**src/rtl/sum_pkg.sv**
```systemverilog
// -----------------------------------------------------------------------------
// sum_pkg
// Types and helpers shared by the adder tree `sum` and its feeder
// `sum_collect`.
//   sum_collect_state_t : collector FSM states (FILL while gathering, FULL
//                         while a complete vector waits for the consumer)
//   sum_lvl_w()         : width of a 0..2**n occupancy counter
// -----------------------------------------------------------------------------
package sum_pkg;

    typedef enum logic {
        FILL = 1'b0,
        FULL = 1'b1
    } sum_collect_state_t;

    // A counter that must hold 2**n needs one more bit than log2 of the word count.
    function automatic int sum_lvl_w(input int n);
        return n + 32'sd1;
    endfunction

endpackage

```
**src/rtl/sum_collect_if.sv**
```systemverilog
// -----------------------------------------------------------------------------
// sum_collect_if
// Handshake bundle between a sample producer / vector consumer (master) and
// the sum_collect block (slave).
//   in_vld, in_dat, in_rdy : serial sample stream into the collector
//   flush                  : synchronous pulse that discards the partial vector
//   out_vld, out_rdy       : vector handshake toward `sum`
//   out_dat                : packed [2**N-1:0][W-1:0] vector, index 0 = oldest
//   level                  : samples currently held (0 .. 2**N)
// -----------------------------------------------------------------------------
interface sum_collect_if
    import sum_pkg::*;
#(
    parameter int W = 8,
    parameter int N = 4
);
    logic                          in_vld;
    logic [W-1:0]                  in_dat;
    logic                          in_rdy;
    logic                          flush;
    logic                          out_vld;
    logic                          out_rdy;
    logic [2**N-1:0][W-1:0]        out_dat;
    logic [sum_lvl_w(N)-1:0]       level;

    modport master (
        output in_vld, in_dat, flush, out_rdy,
        input  in_rdy, out_vld, out_dat, level
    );

    modport slave (
        input  in_vld, in_dat, flush, out_rdy,
        output in_rdy, out_vld, out_dat, level
    );
endinterface

```
**src/rtl/sum_collect.sv**
```systemverilog
// -----------------------------------------------------------------------------
// sum_collect
// Gathers a serial stream of W-bit samples into a packed vector of 2**N words
// for the adder tree `sum`, presented with a valid/ready handshake.
// Ports:
//   clk  : rising-edge clock
//   rst  : synchronous, active-high reset
//   bus  : sum_collect_if.slave (in_vld/in_dat/in_rdy, flush,
//          out_vld/out_rdy/out_dat, level)
// Configuration:
//   SUM_COLLECT_SLIDE_EN undefined : block mode, one vector per 2**N samples.
//   SUM_COLLECT_SLIDE_EN defined   : sliding window, every accepted sample
//                                    shifts the window; one vector per sample
//                                    once the window is primed.
// All outputs are registered except in_rdy, which is combinational so a full
// vector and a new sample can be exchanged in the same cycle.
// -----------------------------------------------------------------------------
module sum_collect
    import sum_pkg::*;
#(
    parameter int W = 8,
    parameter int N = 4
) (
    input  logic          clk,
    input  logic          rst,
    sum_collect_if.slave  bus
);

    localparam int NW = 2**N;
    localparam int LW = sum_lvl_w(N);

    typedef logic [NW-1:0][W-1:0] vec_t;

    localparam logic [LW-1:0] LVL_ZERO = {LW{1'b0}};
    localparam logic [LW-1:0] LVL_ONE  = LW'(1);
    localparam logic [LW-1:0] LVL_LAST = LW'(NW - 1);
    localparam vec_t          VEC_ZERO = {(NW*W){1'b0}};

    sum_collect_state_t state_q, state_d;
    logic [LW-1:0]      level_q, level_d;
    logic               out_vld_q, out_vld_d;
    vec_t               out_dat_q, out_dat_d;

    logic               in_rdy_s;
    logic               in_acc_s;
    logic               out_acc_s;

    assign in_rdy_s  = ~out_vld_q | bus.out_rdy;
    assign in_acc_s  = bus.in_vld & in_rdy_s;
    assign out_acc_s = out_vld_q & bus.out_rdy;

    // Next-state computation for FSM, occupancy counter and vector datapath.
    always_comb begin
        state_d   = state_q;
        level_d   = level_q;
        out_vld_d = out_vld_q;
        out_dat_d = out_dat_q;

        if (bus.flush) begin
            // Flush overrides any transfer on the same edge; data words are kept.
            state_d   = FILL;
            level_d   = LVL_ZERO;
            out_vld_d = 1'b0;
        end else begin
`ifdef SUM_COLLECT_SLIDE_EN
            if (in_acc_s) begin
                for (int i = 0; i < NW - 1; i++) begin
                    out_dat_d[i] = out_dat_q[i+1];
                end
                out_dat_d[NW-1] = bus.in_dat;
                // Reaching or already at a full window: present it next cycle.
                if (level_q >= LVL_LAST) begin
                    level_d   = LW'(NW);
                    out_vld_d = 1'b1;
                    state_d   = FULL;
                end else begin
                    level_d   = level_q + LVL_ONE;
                    out_vld_d = 1'b0;
                    state_d   = FILL;
                end
            end else if (out_acc_s) begin
                out_vld_d = 1'b0;
            end else begin
                out_vld_d = out_vld_q;
            end
`else
            case (state_q)
                FILL: begin
                    if (in_acc_s) begin
                        // level is below 2**N here, so its low bits are the slot.
                        out_dat_d[level_q[N-1:0]] = bus.in_dat;
                        level_d                   = level_q + LVL_ONE;
                        if (level_q == LVL_LAST) begin
                            state_d   = FULL;
                            out_vld_d = 1'b1;
                        end else begin
                            state_d   = FILL;
                        end
                    end else begin
                        state_d = FILL;
                    end
                end
                FULL: begin
                    // in_rdy is low unless out_rdy is high, so a sample can only
                    // arrive together with the consumer taking the vector.
                    if (out_acc_s) begin
                        state_d   = FILL;
                        out_vld_d = 1'b0;
                        if (in_acc_s) begin
                            out_dat_d[0] = bus.in_dat;
                            level_d      = LVL_ONE;
                        end else begin
                            level_d      = LVL_ZERO;
                        end
                    end else begin
                        state_d = FULL;
                    end
                end
                default: begin
                    state_d   = FILL;
                    level_d   = LVL_ZERO;
                    out_vld_d = 1'b0;
                end
            endcase
`endif
        end
    end

    // State and output registers with synchronous reset.
    always_ff @(posedge clk) begin
        if (rst) begin
            state_q   <= FILL;
            level_q   <= LVL_ZERO;
            out_vld_q <= 1'b0;
            out_dat_q <= VEC_ZERO;
        end else begin
            state_q   <= state_d;
            level_q   <= level_d;
            out_vld_q <= out_vld_d;
            out_dat_q <= out_dat_d;
        end
    end

    assign bus.in_rdy  = in_rdy_s;
    assign bus.out_vld = out_vld_q;
    assign bus.out_dat = out_dat_q;
    assign bus.level   = level_q;

endmodule

```
**src/flat_wrapper.sv**
```systemverilog
// flat-port wrapper written by rule: the top's interface ports become plain ports
module sum_collect_flat import sum_pkg::*;
#(
    parameter int W = 8,
    parameter int N = 4
)
  (clk, rst, bus_in_vld, bus_in_dat, bus_flush, bus_out_rdy, bus_in_rdy, bus_out_vld, bus_out_dat, bus_level);
  sum_collect_if #(.W(W), .N(N)) bus_i ();
  input  logic clk;
  input  logic rst;
  input wire logic [$bits(bus_i.in_vld)-1:0] bus_in_vld;
  input wire logic [$bits(bus_i.in_dat)-1:0] bus_in_dat;
  input wire logic [$bits(bus_i.flush)-1:0] bus_flush;
  input wire logic [$bits(bus_i.out_rdy)-1:0] bus_out_rdy;
  output wire logic [$bits(bus_i.in_rdy)-1:0] bus_in_rdy;
  output wire logic [$bits(bus_i.out_vld)-1:0] bus_out_vld;
  output wire logic [$bits(bus_i.out_dat)-1:0] bus_out_dat;
  output wire logic [$bits(bus_i.level)-1:0] bus_level;
  assign bus_i.in_vld = bus_in_vld;
  assign bus_i.in_dat = bus_in_dat;
  assign bus_i.flush = bus_flush;
  assign bus_i.out_rdy = bus_out_rdy;
  assign bus_in_rdy = bus_i.in_rdy;
  assign bus_out_vld = bus_i.out_vld;
  assign bus_out_dat = bus_i.out_dat;
  assign bus_level = bus_i.level;
  sum_collect #(.W(W), .N(N)) u_core (.clk(clk), .rst(rst), .bus(bus_i));
endmodule
```
**config.mk**
```make
export PLATFORM = sky130hd
export DESIGN_NAME = sum_collect_flat
export DESIGN_NICKNAME = d
export VERILOG_FILES = /design/src/rtl/sum_pkg.sv /design/src/rtl/sum_collect_if.sv /design/src/rtl/sum_collect.sv /design/src/flat_wrapper.sv
export SDC_FILE = /design/constraint.sdc
export NUM_CORES = 1
export LEC_CHECK = 0
export CAP_MARGIN = 0
export CORE_ASPECT_RATIO = 0.5
export CORE_MARGIN = 8
export CORE_UTILIZATION = 49
export DETAILED_ROUTE_END_ITERATION = 10
export GPL_ROUTABILITY_DRIVEN = 0
export GPL_TIMING_DRIVEN = 1
export PLACE_DENSITY = 0.81
export SYNTH_ARGS = -nofsm -noshare
export SYNTH_HDL_FRONTEND = slang
export SYNTH_SLANG_ARGS = --single-unit
```
**constraint.sdc**
```tcl
create_clock -name clk -period 2 [get_ports clk]
set_input_delay 0.4 -clock clk [delete_from_list [all_inputs] [get_ports clk]]
set_output_delay 0.4 -clock clk [all_outputs]
set_load 0.02 [all_outputs]
```
# == Yosys cells after proc, flatten, opt, wreduce, memory -nomap -nowiden ==
# Index checks and enable logic that the tools add are counted.
# word_totals
register_bits,135
inputBits,13
output_inout_bits,135
wordCells,58
# op_classes
add_sub_neg,1
magnitude_cmp,2
eq_ne,5
muxes,19
bitwise_logic,6
reduce_logical,6
# ops
operator,n
$bwmux W128,1
$demux W8 S4,1
$mux W8,4
$pmux W8 S2,1
$mux W5,2
$pmux W5 S2,1
$mux W1,7
$reduce_and A3 Y1,2
$add A5 B1 Y5 const B,1
$eq A5 B4 Y1 const B,1
$lt A4 B5 Y1 const B,1
$ge A4 B1 Y1 const B,1
$ne A2 B1 Y1 const B,2
$ne A2 B2 Y1 const B,2
$pmux W1 S2,2
$reduce_and A4 Y1,1
$not A1 Y1,3
$and A1 B1 Y1,2
$reduce_and A2 Y1,1
$reduce_or A2 Y1,1
$logic_and A1 B1 Y1,1
$or A1 B1 Y1,1

# == Logic depth before layout (Yosys ltp) ==
# depth
depth_word,7
ltp_mapped,6
ltp_nobuf,6

# == Least setup slack after synthesis ==
# No wires, ideal clock.
# synth_timing
path_type,reg-to-reg
from,register u_core.level_q[0] (netlist: u_core.bus.level[0])
to,register u_core.out_dat_q (netlist bit u_core.bus.out_dat[0])
setup_time_ns,0.073
arrival_ns,1.565
required_time_ns,1.927
path_slack_ns,0.362
stages_incl_launch_ff,6
n_path_buf,0
cell_sequence,dfxtp_1 inv_1 ha_1 nor3b_1 o2111ai_4 mux2i_1
# synth_between
elab_chain_cells,7
word_cells_on_any_way,8
classes_between,2 x order compare; 5 x mux; 1 x reduce/logical
# synth_lines
item,line,text
from (decl),sum_collect.sv:40,"logic [LW-1:0] level_q, level_d;"
from (signal assigned),sum_collect.sv:138,level_q <= level_d;
$lt A4 B5 Y1 (implied by the code) / $ge A4 B1 Y1 (equally long branches),sum_collect.sv:91,out_dat_d[level_q[N-1:0]] = bus.in_dat;
$logic_and A1 B1 Y1 (implied by the code),sum_collect.sv:91,
$mux W8 (implied by the code),sum_collect.sv:91,
$demux W8 S4 (*),--,
$bwmux W128 (*),sum_collect.sv:91,
$mux W8 (*),sum_collect.sv:89,if (in_acc_s) begin
$pmux W8 S2 (*),sum_collect.sv:87,case (state_q)
to (signal assigned),sum_collect.sv:140,out_dat_q <= out_dat_d;
to (decl),sum_collect.sv:42,"vec_t out_dat_q, out_dat_d;"
# Every way passes the cells marked *; elsewhere a longest branch is shown, timed or not. The select of a mux whose other input is x is not followed.
# A chain may end at the register's enable or synchronous reset.

# == Worst setup path in the final report ==
# layout_timing
from,register u_core.level_q[3] (netlist: u_core.bus.level[3])
to,output bus_level[3]
# layout_rtl
item,line,text
to (decl),flat_wrapper.sv:18,output wire logic [$bits(bus_i.level)-1:0] bus_level;
# No word-level cell between the ends.

==> metrics <==
antenna violations before repair=0; worst reg2reg startpoint=u_core.bus.level[0]; Antenna diodes=0; standard cell with the maximum stage delay on the critical path=sky130_fd_sc_hd__clkdlybuf4s50_1; number of hold violations in the final report=0; average routed wire per standard cell=18.2 µm; CTS tree=built; number of global-route vias before repair=roughly 4400; upper clock frequency limit=517 MHz; Reg2Reg Depth=5; Worst Setup Slack, final=0.0654 ns; syn_area_per_cell=11.4 µm²; Placed Area=about 7500 µm²; Min Clock Period, post-route=about 1.9 ns; post-detailed-placement half-perimeter wirelength=around 10000 µm; CTS Buf Count=17; worst clock skew=about 0.0059 ns; count of placed standard cells including taps=805; biggest cell delay along the critical path=0.66 ns; final wirelength=15200 µm; total power divided by cell area=771 nW/µm²; post-synthesis instance area=5840 µm²; sink count of the clock tree=135; crit start category=flip-flop; number of detailed-route iterations in the first pass=4; clock tree root driver cell=sky130_fd_sc_hd__clkbuf_16; highest net fanout along the worst path=9; post-route antenna net violation count=0; slew margin rel.=0.595; post-synthesis instance total=513; number of synthesized register bits=135; Post-CTS Hold Fix Bufs=0; number of nets produced by synthesis=531; Horiz. Die Dim=170 µm; fraction of the cycle the final worst path needs=0.967; fraction of the yosys area taken by sequential cells=0.463; Layout fillers=899; CP Launch Point=u_core.bus.level[3]; die height=93.2 µm; total number of H-tree levels=4; status=complete, no violations; arrival time of data at the critical path endpoint=1.53 ns; share of final-layout standard cells stronger than drive strength 1=0.118; total global routing track utilization=0.195; cell class contributing the biggest share of worst-path delay=buffers and inverters; clock network latency to the later pin of the worst-skew pair=0.41 ns; Finished Layout Cells=837; crit path capture type=output pin; worst-case vdd ir drop=602 µV; layout-stage area growth over the synthesis result=38.1%; Critical Setup Path Class=flip-flop to output pin; critical path cell sequence=clkdlybuf4s50_1; static power due to leakage=3.56 nW; setup slack, reg-to-reg=around 0.24 ns; RSZ-0062 raised after global routing=no; number of cells on the critical path=1; number of placement rows=28; max-cap viol count=0; worst hold slack across all endpoints=0.473 ns; Synth warnings=0; largest net degree at the start of global routing=55; CP required=1.60 ns; # port buffers=147; post-synthesis cell type count=39; first-pass GRT wire length=around 24000 µm; maximum root-to-sink buffer count=2; worst slack after detailed placement=-0.121 ns; Remaining Overflow, GRT=0; Via Count=4103; capture point of the worst reg-to-reg path=u_core.bus.out_dat[3]; post-CTS clock slew at the launch and capture registers of the worst setup and hold paths=roughly 0.06 ns; Critical path buffers and inverters=1; post-route DRC violation count=0; violation count after the first detailed-route iteration=between 200 and 250; predominant post-synthesis flop cell=sky130_fd_sc_hd__dfxtp_1; share of flip-flops with an asynchronous set or reset after synthesis=0; number of enable-type register cells in the synthesized netlist=0; Design Area, Final=between 8000 and 9000 µm²; final-report setup violation count=0; type of the worst min-delay path=flip-flop to flip-flop; Core Box Area=around 12000 µm²; Worst-Margin Slew=0.603 ns; number of pins exceeding their max-slew limit in the final report=0; Total Power=6.21 mW; Boundary Pins=~150; starting density of the core=0.498; crit path capture=bus_level[3]; post-DR vias/cell=4.90; die area=15900 µm²; Final Net Count=677
[stage by stage]
step / setup TNS [ns] / utilization
2_1_floorplan: 0 / -
3_3_place_gp: -5.80 / 0.635
3_5_place_dp: -6.42 / 0.635
4_1_cts: 0 / 0.687
5_1_grt: 0 / 0.687
6_report: 0 / 0.687
[synthesized netlist by cell type, types with 2 or more instances]
cell,instances,area share
sky130_fd_sc_hd__and2b_4,2,0.0034
sky130_fd_sc_hd__nor2b_1,7,0.0075
sky130_fd_sc_hd__nand2b_1,138,0.15
sky130_fd_sc_hd__buf_4,2,0.0026
sky130_fd_sc_hd__a21oi_1,4,0.0034
sky130_fd_sc_hd__a31oi_1,2,0.0021
sky130_fd_sc_hd__inv_1,3,0.0019
sky130_fd_sc_hd__nor3b_1,3,0.0039
sky130_fd_sc_hd__mux2i_1,130,0.22
sky130_fd_sc_hd__nor2_1,2,0.0013
sky130_fd_sc_hd__nand4_4,14,0.051
sky130_fd_sc_hd__dfxtp_1,135,0.46
sky130_fd_sc_hd__buf_6,3,0.0058
sky130_fd_sc_hd__ha_1,5,0.011
sky130_fd_sc_hd__nand3_1,2,0.0017
sky130_fd_sc_hd__buf_12,4,0.014
sky130_fd_sc_hd__clkbuf_1,23,0.015
sky130_fd_sc_hd__buf_1,7,0.0045
sky130_fd_sc_hd__o21ai_0,3,0.0026
sky130_fd_sc_hd__clkbuf_4,4,0.0051
sky130_fd_sc_hd__nand2_1,2,0.0013
[worst min path at each step]
stage | from | endpoint | slack, ns | cells past startpoint
after global placement | u_core.bus.out_dat[67] | u_core.bus.out_dat[67] | 0.46 | 2
after global routing | u_core.bus.out_dat[4] | u_core.bus.out_dat[4] | 0.50 | 2
after floorplan | u_core.bus.out_dat[64] | u_core.bus.out_dat[64] | 0.55 | 2
after detailed placement | u_core.bus.out_dat[86] | u_core.bus.out_dat[86] | 0.47 | 2
final | u_core.bus.out_dat[127] | u_core.bus.out_dat[127] | 0.47 | 2
after CTS | u_core.bus.out_dat[86] | u_core.bus.out_dat[86] | 0.48 | 2
[kinds of logic after synthesis]
group | share of synthesized area
AO/OA/AOI/OAI | 0.0180
adder cells (fa/ha/maj) | 0.0107
buffers and inverters | 0.0499
XOR/XNOR | 0.00150
flip-flops | 0.463
multiplexers | 0.223
AND/OR/NAND/NOR | 0.234
[cell type report]
class                           instances  area [µm²]  area share
Clock buffer                           19         433      0.0537
Clock inverter                         13         174      0.0216
Inverter                                4        15.0     0.00186
Multi-Input combinational cell        330        2850       0.353
Sequential cell                       135        2710       0.336
Tap cell                              165         206      0.0256
Timing Repair Buffer                  171        1680       0.209
[state kept, by name, indices dropped and copies added (netlist names)]
signal and flops:
u_core.bus.level 5, u_core.bus.out_dat 128, u_core.bus.out_vld 1, u_core.state_q 1
[power by group]
part / total (mW) / leakage, nW / internal, mW / switching, mW
Combinational: 0.302 / 2.19 / 0.138 / 0.164
Sequential: 2.71 / 1.09 / 2.70 / 0.00970
Clock: 3.20 / 0.290 / 1.98 / 1.22
Total: 6.21 / 3.56 / 4.82 / 1.39
[layout by cell type (no fill, tap or decap), types with 2 or more instances in the layout]
master and count:
sky130_fd_sc_hd__dlygate4sd2_1 2, sky130_fd_sc_hd__nor3b_1 3, sky130_fd_sc_hd__clkinv_4 5, sky130_fd_sc_hd__bufinv_16 3, sky130_fd_sc_hd__a31oi_1 2, sky130_fd_sc_hd__nand2_1 2, sky130_fd_sc_hd__buf_4 21, sky130_fd_sc_hd__dfxtp_1 133
sky130_fd_sc_hd__and2b_4 2, sky130_fd_sc_hd__clkinvlp_4 2, sky130_fd_sc_hd__nand4_4 14, sky130_fd_sc_hd__inv_1 3, sky130_fd_sc_hd__nand3_1 2, sky130_fd_sc_hd__nand2b_1 138, sky130_fd_sc_hd__mux2i_1 130, sky130_fd_sc_hd__buf_12 3
sky130_fd_sc_hd__ha_1 5, sky130_fd_sc_hd__clkbuf_16 17, sky130_fd_sc_hd__clkdlybuf4s50_1 143, sky130_fd_sc_hd__o21ai_0 3, sky130_fd_sc_hd__a21oi_1 4, sky130_fd_sc_hd__dfxtp_2 2, sky130_fd_sc_hd__clkbuf_1 2, sky130_fd_sc_hd__nor2b_1 7
sky130_fd_sc_hd__nor2_1 2
[routing by layer]
metal / GRT usage / vias up / part of all wire
met1: 0.236 / 1998 / 0.45
met2: 0.338 / 78 / 0.49
met4: 0.0566 / 0 / 0.0097
met5: 0 / - / 0
met3: 0.0525 / 15 / 0.051
li1: - / 2012 / -
[timing repair]
item,in CTS,in global routing
endpoints found under the setup margin,4,1
resized for setup,4,1
setup buffers,0,0
No activity file was read; power rests on OpenSTA's default activity.
